$ cat src/rtl/bcd_seg7_scan.sv
// Four-digit common-anode seven-segment scanner fed by packed BCD with per-digit decimal points.
// Optional leading-zero blanking is enabled by defining BCD_SEG7_LZ_BLANK_EN.
module bcd_seg7_scan #(
  parameter int CLK_DIV    = 50000,
  parameter int GAP_CYCLES = 16
) (
  input  logic        clk,
  input  logic        rst,
  input  logic [15:0] bcd_in,
  input  logic [3:0]  dp_in,
  input  logic        load,
  output logic [3:0]  an,
  output logic [6:0]  seg,
  output logic        dp
);

  localparam int CMAX  = (CLK_DIV > GAP_CYCLES) ? CLK_DIV : GAP_CYCLES;
  localparam int CNT_W = (CMAX > 1) ? $clog2(CMAX) : 1;
  localparam logic [CNT_W-1:0] SHOW_LAST = CNT_W'(CLK_DIV - 1);
  localparam logic [CNT_W-1:0] GAP_LAST  = CNT_W'(GAP_CYCLES - 1);

  typedef enum logic [1:0] {IDLE, SHOW, GAP} state_t;

  state_t           state_q, state_d;
  logic [1:0]       digit_q, digit_d;
  logic [CNT_W-1:0] cnt_q, cnt_d;
  logic [15:0]      sbcd_q, sbcd_d;
  logic [3:0]       sdp_q, sdp_d;
  logic [3:0]       an_q, an_d;
  logic [6:0]       seg_q, seg_d;
  logic             dp_q, dp_d;
  logic [3:0]       nib_d;
  logic             blank_d;

  function automatic logic [6:0] seg_decode(input logic [3:0] n);
    case (n)
      4'd0:    seg_decode = 7'b1000000;
      4'd1:    seg_decode = 7'b1111001;
      4'd2:    seg_decode = 7'b0100100;
      4'd3:    seg_decode = 7'b0110000;
      4'd4:    seg_decode = 7'b0011001;
      4'd5:    seg_decode = 7'b0010010;
      4'd6:    seg_decode = 7'b0000010;
      4'd7:    seg_decode = 7'b1111000;
      4'd8:    seg_decode = 7'b0000000;
      4'd9:    seg_decode = 7'b0010000;
      default: seg_decode = 7'b0111111;
    endcase
  endfunction

  always_comb begin
    state_d = state_q;
    digit_d = digit_q;
    cnt_d   = cnt_q;
    sbcd_d  = sbcd_q;
    sdp_d   = sdp_q;
    // Shadows reload on any load; scan position is independent of it.
    if (load) begin
      sbcd_d = bcd_in;
      sdp_d  = dp_in;
    end
    case (state_q)
      IDLE: begin
        if (load) begin
          state_d = SHOW;
          digit_d = 2'd0;
          cnt_d   = '0;
        end
      end
      SHOW: begin
        if (cnt_q == SHOW_LAST) begin
          cnt_d = '0;
          if (GAP_CYCLES == 0) digit_d = digit_q + 2'd1;
          else                 state_d = GAP;
        end else begin
          cnt_d = cnt_q + 1'b1;
        end
      end
      GAP: begin
        if (cnt_q == GAP_LAST) begin
          cnt_d   = '0;
          digit_d = digit_q + 2'd1;
          state_d = SHOW;
        end else begin
          cnt_d = cnt_q + 1'b1;
        end
      end
      default: state_d = IDLE;
    endcase
  end

`ifdef BCD_SEG7_LZ_BLANK_EN
  logic [3:0] lz_d;
  always_comb begin
    lz_d[3] = (sbcd_d[15:12] == 4'd0);
    lz_d[2] = lz_d[3] && (sbcd_d[11:8] == 4'd0);
    lz_d[1] = lz_d[2] && (sbcd_d[7:4] == 4'd0);
    lz_d[0] = 1'b0;
  end
  assign blank_d = lz_d[digit_d];
`else
  assign blank_d = 1'b0;
`endif

  // Outputs are computed from next-state so they land on the same edge as the state.
  always_comb begin
    nib_d = sbcd_d[{digit_d, 2'b00} +: 4];
    an_d  = 4'b1111;
    seg_d = 7'b1111111;
    dp_d  = 1'b1;
    if (state_d == SHOW) begin
      dp_d = ~sdp_d[digit_d];
      if (!blank_d) begin
        an_d  = ~(4'b0001 << digit_d);
        seg_d = seg_decode(nib_d);
      end
    end
  end

  always_ff @(posedge clk) begin
    if (rst) begin
      state_q <= IDLE;
      digit_q <= 2'd0;
      cnt_q   <= '0;
      sbcd_q  <= 16'h0000;
      sdp_q   <= 4'h0;
      an_q    <= 4'b1111;
      seg_q   <= 7'b1111111;
      dp_q    <= 1'b1;
    end else begin
      state_q <= state_d;
      digit_q <= digit_d;
      cnt_q   <= cnt_d;
      sbcd_q  <= sbcd_d;
      sdp_q   <= sdp_d;
      an_q    <= an_d;
      seg_q   <= seg_d;
      dp_q    <= dp_d;
    end
  end

  assign an  = an_q;
  assign seg = seg_q;
  assign dp  = dp_q;

endmodule

$ cat config.mk
export PLATFORM = sky130hd
export DESIGN_NAME = bcd_seg7_scan
export DESIGN_NICKNAME = d
export VERILOG_FILES = /design/src/rtl/bcd_seg7_scan.sv
export SDC_FILE = /design/constraint.sdc
export NUM_CORES = 1
export LEC_CHECK = 0
export CORE_ASPECT_RATIO = 0.7
export CORE_UTILIZATION = 48
export DETAILED_ROUTE_END_ITERATION = 10
export GPL_TIMING_DRIVEN = 0
export PLACE_DENSITY = 0.74
export SKIP_LAST_GASP = 1
export SYNTH_ARGS = -nofsm -noshare
export SYNTH_HDL_FRONTEND = slang
export SYNTH_SLANG_ARGS = --single-unit
export TNS_END_PERCENT = 5
$ cat constraint.sdc
create_clock -name clk -period 3.1 [get_ports clk]
set_input_delay 0.62 -clock clk [delete_from_list [all_inputs] [get_ports clk]]
set_output_delay 0.62 -clock clk [all_outputs]
set_load 0.005 [all_outputs]
==> results of run 1 <==
[cell families (layout without fill, tap and decap cells)]
group                      Yosys count  count (layout)  share of synthesized area (%)
adders and majority gates           12              12                           5.81
buffers and inverters               20              60                           3.58
and+or+nand+nor                    112             112                           21.7
muxes                               27              27                           11.1
DFF                                 52              52                           40.3
xor gates and xnor gates            15              15                           5.08
AOI/OAI and AO/OA                   44              44                           12.4
[registers in the layout (all words and copies together), names as in the netlist]
signal	flops
an	4
cnt_q	16
digit_q	2
dp	1
sbcd_q	16
sdp_q	4
seg	7
state_q	2
[final cells by class]
class / instances / area [sq um]
Sequential cell: 52 / 1040
Clock inverter: 2 / 12.5
Clock buffer: 5 / 68.8
Tap cell: 69 / 86.3
Timing Repair Buffer: 33 / 328
Multi-Input combinational cell: 210 / 1470
Inverter: 7 / 26.3
Fill cell: 434 / 1870
Buffer: 13 / 66.3
[cell usage after synthesis (all sizes together) (2+ instances only)]
| library cell | n | share of area (%) |
|---|---|---|
| xor2 | 9 | 3.1 |
| a21o | 2 | 0.58 |
| mux2i | 23 | 8.9 |
| nor2 | 45 | 6.5 |
| o21ai | 5 | 0.97 |
| a21oi | 18 | 3.9 |
| nor4 | 8 | 2.8 |
| nand2 | 20 | 2.9 |
| a22oi | 4 | 1.2 |
| a32oi | 4 | 1.4 |
| and2 | 3 | 0.73 |
| nand2b | 3 | 0.73 |
| dfxtp | 52 | 40 |
| nor2b | 4 | 0.97 |
| nor3 | 4 | 0.77 |
| mux2 | 4 | 2.2 |
| inv | 7 | 1.0 |
| and3 | 7 | 1.7 |
| o31a | 2 | 0.68 |
| buf | 4 | 1.3 |
| nand4 | 4 | 0.97 |
| xnor2 | 6 | 2.0 |
| and4 | 2 | 0.68 |
| clkbuf | 9 | 1.3 |
| nand3 | 8 | 1.5 |
| ha | 12 | 5.8 |
[power breakdown]
group	switching [W]	internal (W)
sequential	0.00000927	0.000696
combinational	0.0000995	0.000100
clock	0.000210	0.000153
total	0.000319	0.000949
[worst paths after layout]
path	endpoint	slack [ns]	depth (start not counted)
setup / recovery	seg[2]	0.16	10
hold / removal	sdp_q[0]	0.50	2
setup reg to reg	seg[2]	0.18	11
hold reg to reg	sdp_q[0]	0.50	2
[worst min-delay path: stages, from the launching register on]
cell and delay, ns:
dfxtp_1 0.31, mux2i_1 0.08, nor2_1 0.08
[cells in the final DEF, fill, tap and decap left out, drive strengths merged, types with 5 or more instances in the layout]
cell / instances
xnor2: 6
nand3: 8
and3: 7
clkdlybuf4s50: 32
nor4: 8
o21ai: 5
dfxtp: 52
buf: 5
xor2: 9
nor2: 45
nand2: 20
mux2i: 23
ha: 12
a21oi: 18
clkbuf: 14
inv: 7
[through the flow]
step / setup slack, ns / util [%]
2_1_floorplan: 0.132 / -
3_3_place_gp: -0.496 / 60.2
3_5_place_dp: -0.535 / 60.2
4_1_cts: -0.0271 / 62.0
5_1_grt: -0.102 / 62.3
6_report: 0.158 / 62.3
[metal layers]
| layer | GRT usage (%) | up-vias |
|---|---|---|
| met3 | 3.93 | 6 |
| met1 | 34.2 | 987 |
| li1 | - | 1064 |
| met4 | 4.17 | 0 |
| met5 | 0 | - |
| met2 | 31.3 | 60 |
[repair_timing]
item	in CTS	in global routing
setup buffers	0	1
cloned	0	0
setup endpoints to repair	6	7
resized for setup	1	1
hold buffers	0	0
pin swaps	0	1
endpoints found under the hold margin	0	0
==> impl_metrics.yaml, run 1 <==
timing:
  hold_viol_final: 0
  finalSetupViolations: 0
  worst_pin_slew_ns: 0.717
  period_minus_slack_ns: 2.94
  drv_slew: 0
  max-slew-margin-rel_pct: 51.8
  worst_clock_skew_ns: 0.00406
  max_freq_mhz: 340
  fin_crit_sh_pct: 94.9
  setup_tns_ns: 0
  grt_setup_unrepaired: "yes"
  hold_slack_ns: 0.500
placed_design:
  placed_area_sq_um: 2990
  io_buffers: 32
  dp_hpwl_um: 4340
  dp_cells: 383
  gp_congestion: 0.839
synth:
  synth-async-reset-ratio_pct: 0
  synth_cell_type_count: 46
  synthCells: 282
  synth_edf_count: 0
  ys_ff_latch: 52
  synth_area_sq_um: 2580
  synth.net_count: 317
  yosysSeqAreaShare_pct: 40.3
  synth_flop_cell: "dfxtp_1"
  avgSynthCellArea_sq_um: 9.16
  yosysWarnings: 0
pwr:
  pwr_density_cell_nw_per_um2: 410
  total_power_w: 0.00127
  ir_drop_v: 0.000243
  power.leakage_nw: 1.26
clock_tree:
  htreeDepth: 2
  clk_latency_ns: 0.30
  clk_pin_slew_ns: 0.09
  cts_buffers: 5
  ctsLongestPathBuffers: 2
  cts_root_buffer: "clkbuf_8"
  cts_tree: "built"
  cts_sinks: 52
global_routing:
  grt_pass1_vias: 1969
  grt_max_degree: 16
  antenna_found_initial: 0
  grt_overflow: 0
  grt_pass1_wl_um: 9540
  gr-usage-all-layers_pct: 22.0
routing:
  wl_met3_um: 294
  drt_wl_total_um: 5650
  wl_met2_um: 2270
  post_drt_wl_per_cell_um: 14.5
  wl_met1_um: 3050
  drc: 0
  avgViaCountPerCell: 5.41
  num_vias: 2117
  routed.top_layer: "met4"
  postRouteAntennaNets: 0
  drtIter0Drc: 122
  drt_pass1_iterations: 4
floorplanning:
  start_util_pct: 52.0
  die_w_um: 89.7
  core_sq_um: 4970
  row_count: 21
  dieHeight_um: 63.4
  dieArea_sq_um: 5690
  io_pins: 35
setup_path:
  worstSetupEndpointType: "flop"
  crit_start: "load"
  r2r_start: "cnt_q[0]"
  critical_path_class: "in -> reg"
  required_ns: 3.28
  crit_buf_inv: 4
  crit_chain: "clkbuf_1, buf_2, buf_2, mux2i_1, a21oi_1, nor4_4, inv_1, ha_1, a21oi_1, o21ai_1"
  cpLargestDelayFamily: "buffers and inverters"
  critPathMaxStageDelay_ns: 0.39
  crit_path_max_fanout: 10
  start_kind: "primary input"
  arrival_ns: 3.12
  cpMaxStageDelayCell: "buf_2"
layout:
  drive_gt1_share_pct: 8.07
  insertedDiodeCount: 0
  area_growth_pct: 19.8
  final_area_sq_um: 3090
  stdcell_count: 391
  finalNetCount: 357
flow_run:
  max_cap_violations: 0
hold_path:
  min_from: "sdp_q[0]"
  hold_class: "reg -> reg"
run_status:
  status: "complete, no violations"
Note: power is estimated with default switching activity, not from simulation.
==> run 2: changes to the inputs <==
--- a/config.mk
+++ b/config.mk
@@ -6,6 +6,7 @@
 export NUM_CORES = 1
 export LEC_CHECK = 0
 export CORE_ASPECT_RATIO = 0.7
+export CORE_MARGIN = 2
 export CORE_UTILIZATION = 48
 export DETAILED_ROUTE_END_ITERATION = 10
 export GPL_TIMING_DRIVEN = 0
==> impl_metrics.yaml, run 2 (same netlist as run 1, synthesis figures left out) <==
routing:
  drc: 0
  post_drt_wl_per_cell_um: 13.9
  num_vias: 2099
  drtIter0Drc: 113
  avgViaCountPerCell: 5.30
  postRouteAntennaNets: 0
  drt_wl_total_um: 5490
  drt_pass1_iterations: 4
global_routing:
  gr-usage-all-layers_pct: 18.9
  grt_pass1_wl_um: 9000
  grt_max_degree: 16
  grt_overflow: 0
  antenna_found_initial: 0
  grt_pass1_vias: 1905
layout:
  drive_gt1_share_pct: 8.64
  fin_util_pct: 61.0
  insertedDiodeCount: 0
  fillers: 443
  area_growth_pct: 22.8
  final_cell_mix: "dfxtp_1, nor2_1, clkdlybuf4s50_1"
  finalNetCount: 359
  stdcell_count: 396
  layout.cells.most_common: "dfxtp_1"
clock_tree:
  cts_buffers: 5
  ctsLongestPathBuffers: 2
  htreeDepth: 2
  clk_pin_slew_ns: 0.09
  clk_latency_ns: 0.29
  cts_root_buffer: "clkbuf_8"
  cts_tree: "built"
  cts_sinks: 52
setup_path:
  required_ns: 3.27
  rrSetupSlack_ns: 0.15
  arrival_ns: 3.12
  critical_path_class: "reg -> reg"
  crit_chain: "ha_1, and4b_1, and4_1, buf_6, mux2i_1, a21oi_1, nor4_4, inv_1, ha_1, a21oi_1, o21ai_1"
  worstSetupEndpointType: "flop"
  start_kind: "flop"
  critPathMaxStageDelay_ns: 0.44
  crit_path_max_fanout: 7
  cpMaxStageDelayCell: "nor4_4"
run_status:
  status: "complete, no violations"
floorplanning:
  start_util_pct: 49.7
  core_sq_um: 5200
  die_w_um: 91.7
  dieHeight_um: 65.4
  io_pins: 35
  dieArea_sq_um: 6000
  row_count: 22
pwr:
  clkPwrFrac_pct: 36.8
  power.leakage_nw: 1.30
  pwr_density_cell_nw_per_um2: 452
  pwr-share-comb_pct: 14.1
  power.internal_w: 0.00112
  ir_drop_v: 0.000229
  swShare_pct: 22.2
  power.switching_w: 0.000319
  power_frac_seq_pct: 49.1
timing:
  max_freq_mhz: 339
  finalSetupViolations: 0
  grt_setup_unrepaired: "yes"
  max-slew-margin-rel_pct: 59.0
  hold_slack_ns: 0.495
  drv_slew: 0
  period_minus_slack_ns: 2.95
  worst_clock_skew_ns: 0.00558
  setup_ws_ns: 0.151
  fin_crit_sh_pct: 95.1
  worst_pin_slew_ns: 0.610
  hold_viol_final: 0
placed_design:
  dp_hpwl_um: 4080
  io_buffers: 32
  pre_cts_slack_ns: -0.522
  dp_cells: 386
  gp_congestion: 0.862
hold_path:
  hold_class: "reg -> reg"
flow_run:
  max_cap_violations: 0
==> run 2: cell count changes in the layout (fill, tap and decap cells not counted) <==
cell and change:
bufinv_16 +2, nor4_4 +1, clkinv_2 -1, buf_2 -1, clkinvlp_4 -1, buf_4 +2
clkbuf_4 +1, nor4_2 -1
==> run 2: final cells by class <==
class,instances,area (sq um),share of cell area [%]
tap,72,90.1,2.84
multi-input combinational,210,1470,46.5
clock buffer,5,68.8,2.17
clock inverter,2,60.1,1.89
sequential,52,1040,32.8
timing repair buffer,35,343,10.8
buffer,13,68.8,2.17
inverter,7,26.3,0.828
==> run 2: power by group through the flow <==
stage	clock [W]	combinational, W	sequential, W
final	0.000528	0.000202	0.000705
after global placement	0	0.000191	0.000720
after floorplan	0	0.000115	0.000721
after CTS	0.000539	0.000195	0.000705
after detailed placement	0	0.000194	0.000721
after global routing	0.000564	0.000221	0.000708
==> run 2: final timing paths <==
| check | start | to | cells after the start |
|---|---|---|---|
| worst max-delay path | cnt_q[0] | seg[2] | 11 |
| worst min-delay path | sdp_q[0] | sdp_q[0] | 2 |
| worst max register to register | cnt_q[0] | seg[2] | 11 |
| worst min register to register | sdp_q[0] | sdp_q[0] | 2 |
==> run 2: metal layers <==
layer,wire length [um],track usage (%)
met4,19,4.48
met2,2180,26.7
met3,242,4.24
met5,0,0
met1,3050,28.9
==> run 2: critical path, delay by kind of cell, from the launching register on <==
kind	cells	cell delay [ns]
AND/OR/NAND/NOR	3	0.90
adder cells (fa/ha/maj)	2	0.49
flip-flops	1	0.40
AO/OA/AOI/OAI	3	0.37
multiplexers	1	0.36
buffers and inverters	2	0.31
==> run 2: stage by stage <==
stage / power, W / cell area (sq um) / setup TNS (ns)
2_1_floorplan: 0.000836 / 2580 / 0
3_3_place_gp: 0.000910 / 2990 / -2.52
3_5_place_dp: 0.000914 / 2990 / -2.80
4_1_cts: 0.00144 / 3130 / -0.0429
5_1_grt: 0.00149 / 3170 / -0.0865
6_report: 0.00144 / 3170 / 0
==> run 2: timing repair <==
action,4_1_cts,5_1_grt
hold buffers,0,0
setup endpoints to repair,6,7
pin swaps,0,2
setup buffers,0,3
resized for setup,1,3
==> run 3: changes to the inputs <==
--- a/config.mk
+++ b/config.mk
@@ -11,6 +11,7 @@
 export DETAILED_ROUTE_END_ITERATION = 10
 export GPL_TIMING_DRIVEN = 0
 export PLACE_DENSITY = 0.74
+export RECOVER_POWER = 25
 export SKIP_LAST_GASP = 1
 export SYNTH_ARGS = -nofsm -noshare
 export SYNTH_HDL_FRONTEND = slang
==> impl_metrics.yaml, run 3 (same netlist as run 1, synthesis figures left out) <==
floorplanning:
  row_count: 22
  core_sq_um: 5200
  start_util_pct: 49.7
  dieArea_sq_um: 6000
  die_w_um: 91.7
  dieHeight_um: 65.4
  io_pins: 35
layout:
  layout.cells.most_common: "dfxtp_1"
  finalNetCount: 359
  final_cell_mix: "dfxtp_1, nor2_1, clkdlybuf4s50_1"
  fin_util_pct: 61.0
  insertedDiodeCount: 0
  drive_gt1_share_pct: 8.33
  area_growth_pct: 22.8
routing:
  drt_pass1_iterations: 4
  drc: 0
  num_vias: 2101
  postRouteAntennaNets: 0
  drt_wl_total_um: 5490
  drtIter0Drc: 110
  avgViaCountPerCell: 5.31
  post_drt_wl_per_cell_um: 13.9
clock_tree:
  cts_tree: "built"
  cts_root_buffer: "clkbuf_8"
  clk_latency_ns: 0.30
  cts_buffers: 5
  clk_pin_slew_ns: 0.09
  holdBufCountCts: 0
  ctsLongestPathBuffers: 2
  cts_sinks: 52
  htreeDepth: 2
setup_path:
  crit_start: "cnt_q[0]"
  rrSetupSlack_ns: 0.15
  endpoint: "seg[2]"
  critical_path_class: "reg -> reg"
  start_kind: "flop"
  crit_path_max_fanout: 7
  worstRegToRegCells: 11
  r2r_start: "cnt_q[0]"
  worstSetupEndpointType: "flop"
  arrival_ns: 3.13
  worstReg2RegEnd: "seg[2]"
  required_ns: 3.28
pwr:
  pwr_density_cell_nw_per_um2: 452
  power.leakage_nw: 1.30
  total_power_w: 0.00143
  ir_drop_v: 0.000229
global_routing:
  grt_pass1_vias: 1905
  grt_max_degree: 16
  grt_pass1_wl_um: 9000
  gr-usage-all-layers_pct: 18.9
  grt_overflow: 0
  antenna_found_initial: 0
timing:
  grt_setup_unrepaired: "yes"
  max-slew-margin-rel_pct: 59.0
  setup_tns_ns: 0
  setup_ws_ns: 0.151
  max_freq_mhz: 339
  hold_viol_final: 0
  worst_clock_skew_ns: 0.00656
  fin_crit_sh_pct: 95.1
  finalSetupViolations: 0
  period_minus_slack_ns: 2.95
  hold_slack_ns: 0.495
  worst_pin_slew_ns: 0.610
  drv_slew: 0
placed_design:
  io_buffers: 32
  gp_congestion: 0.862
  pre_cts_slack_ns: -0.522
  dp_hpwl_um: 4080
run_status:
  status: "complete, no violations"
flow_run:
  max_cap_violations: 0
hold_path:
  hold_class: "reg -> reg"
-- run 3: where the power goes --
part	switching [W]	leakage, nW	internal (W)
sequential	0.00000870	0.425	0.000696
clock	0.000212	0.0642	0.000318
combinational	0.0000992	0.807	0.000101
-- run 3: worst min-delay path by stage --
| stage | start | endpoint | cells past startpoint |
|---|---|---|---|
| 6_report | sdp_q[0] | sdp_q[0] | 2 |
| 5_1_grt | sbcd_q[3] | sbcd_q[3] | 2 |
| 4_1_cts | sdp_q[0] | sdp_q[0] | 2 |
| 3_5_place_dp | sdp_q[3] | sdp_q[3] | 2 |
| 3_3_place_gp | sdp_q[3] | sdp_q[3] | 2 |
| 2_1_floorplan | sbcd_q[4] | sbcd_q[4] | 2 |
-- run 3: final cells by class --
class	instances	area (sq um)
Timing Repair Buffer	35	343
Multi-Input combinational cell	210	1470
Clock buffer	5	68.8
Clock inverter	2	60.1
Tap cell	72	90.1
Inverter	7	26.3
Sequential cell	52	1040
Fill cell	443	2030
Buffer	13	68.8
-- run 3: worst max-delay path, cell delays in order (launching register included) --
cell and delay [ns]:
dfxtp_1 0.40, ha_1 0.23, and4b_1 0.24, and4_1 0.22, buf_6 0.14, mux2i_1 0.36, a21oi_1 0.18, nor4_4 0.44
inv_1 0.17, ha_1 0.26, a21oi_1 0.13, o21ai_1 0.06
-- run 3: per-layer routing --
layer | track usage, % | routed length (um) | up-vias
met5 | 0 | 0 | -
met4 | 4.48 | 19 | 0
met2 | 26.7 | 2170 | 43
li1 | - | - | 1071
met3 | 4.24 | 240 | 2
met1 | 28.9 | 3060 | 985
-- run 3: per-stage QoR --
step                      instances  area [sq um]
after floorplan                 282          2580
after global placement          386          2990
after detailed placement        386          2990
after CTS                       393          3130
after global routing            396          3170
final                           396          3170
-- run 3: repair_timing --
action,4_1_cts,5_1_grt
endpoints found under the setup margin,6,7
resized for setup,1,3
endpoints found under the hold margin,0,0
pin swaps,0,2
setup buffers,0,3
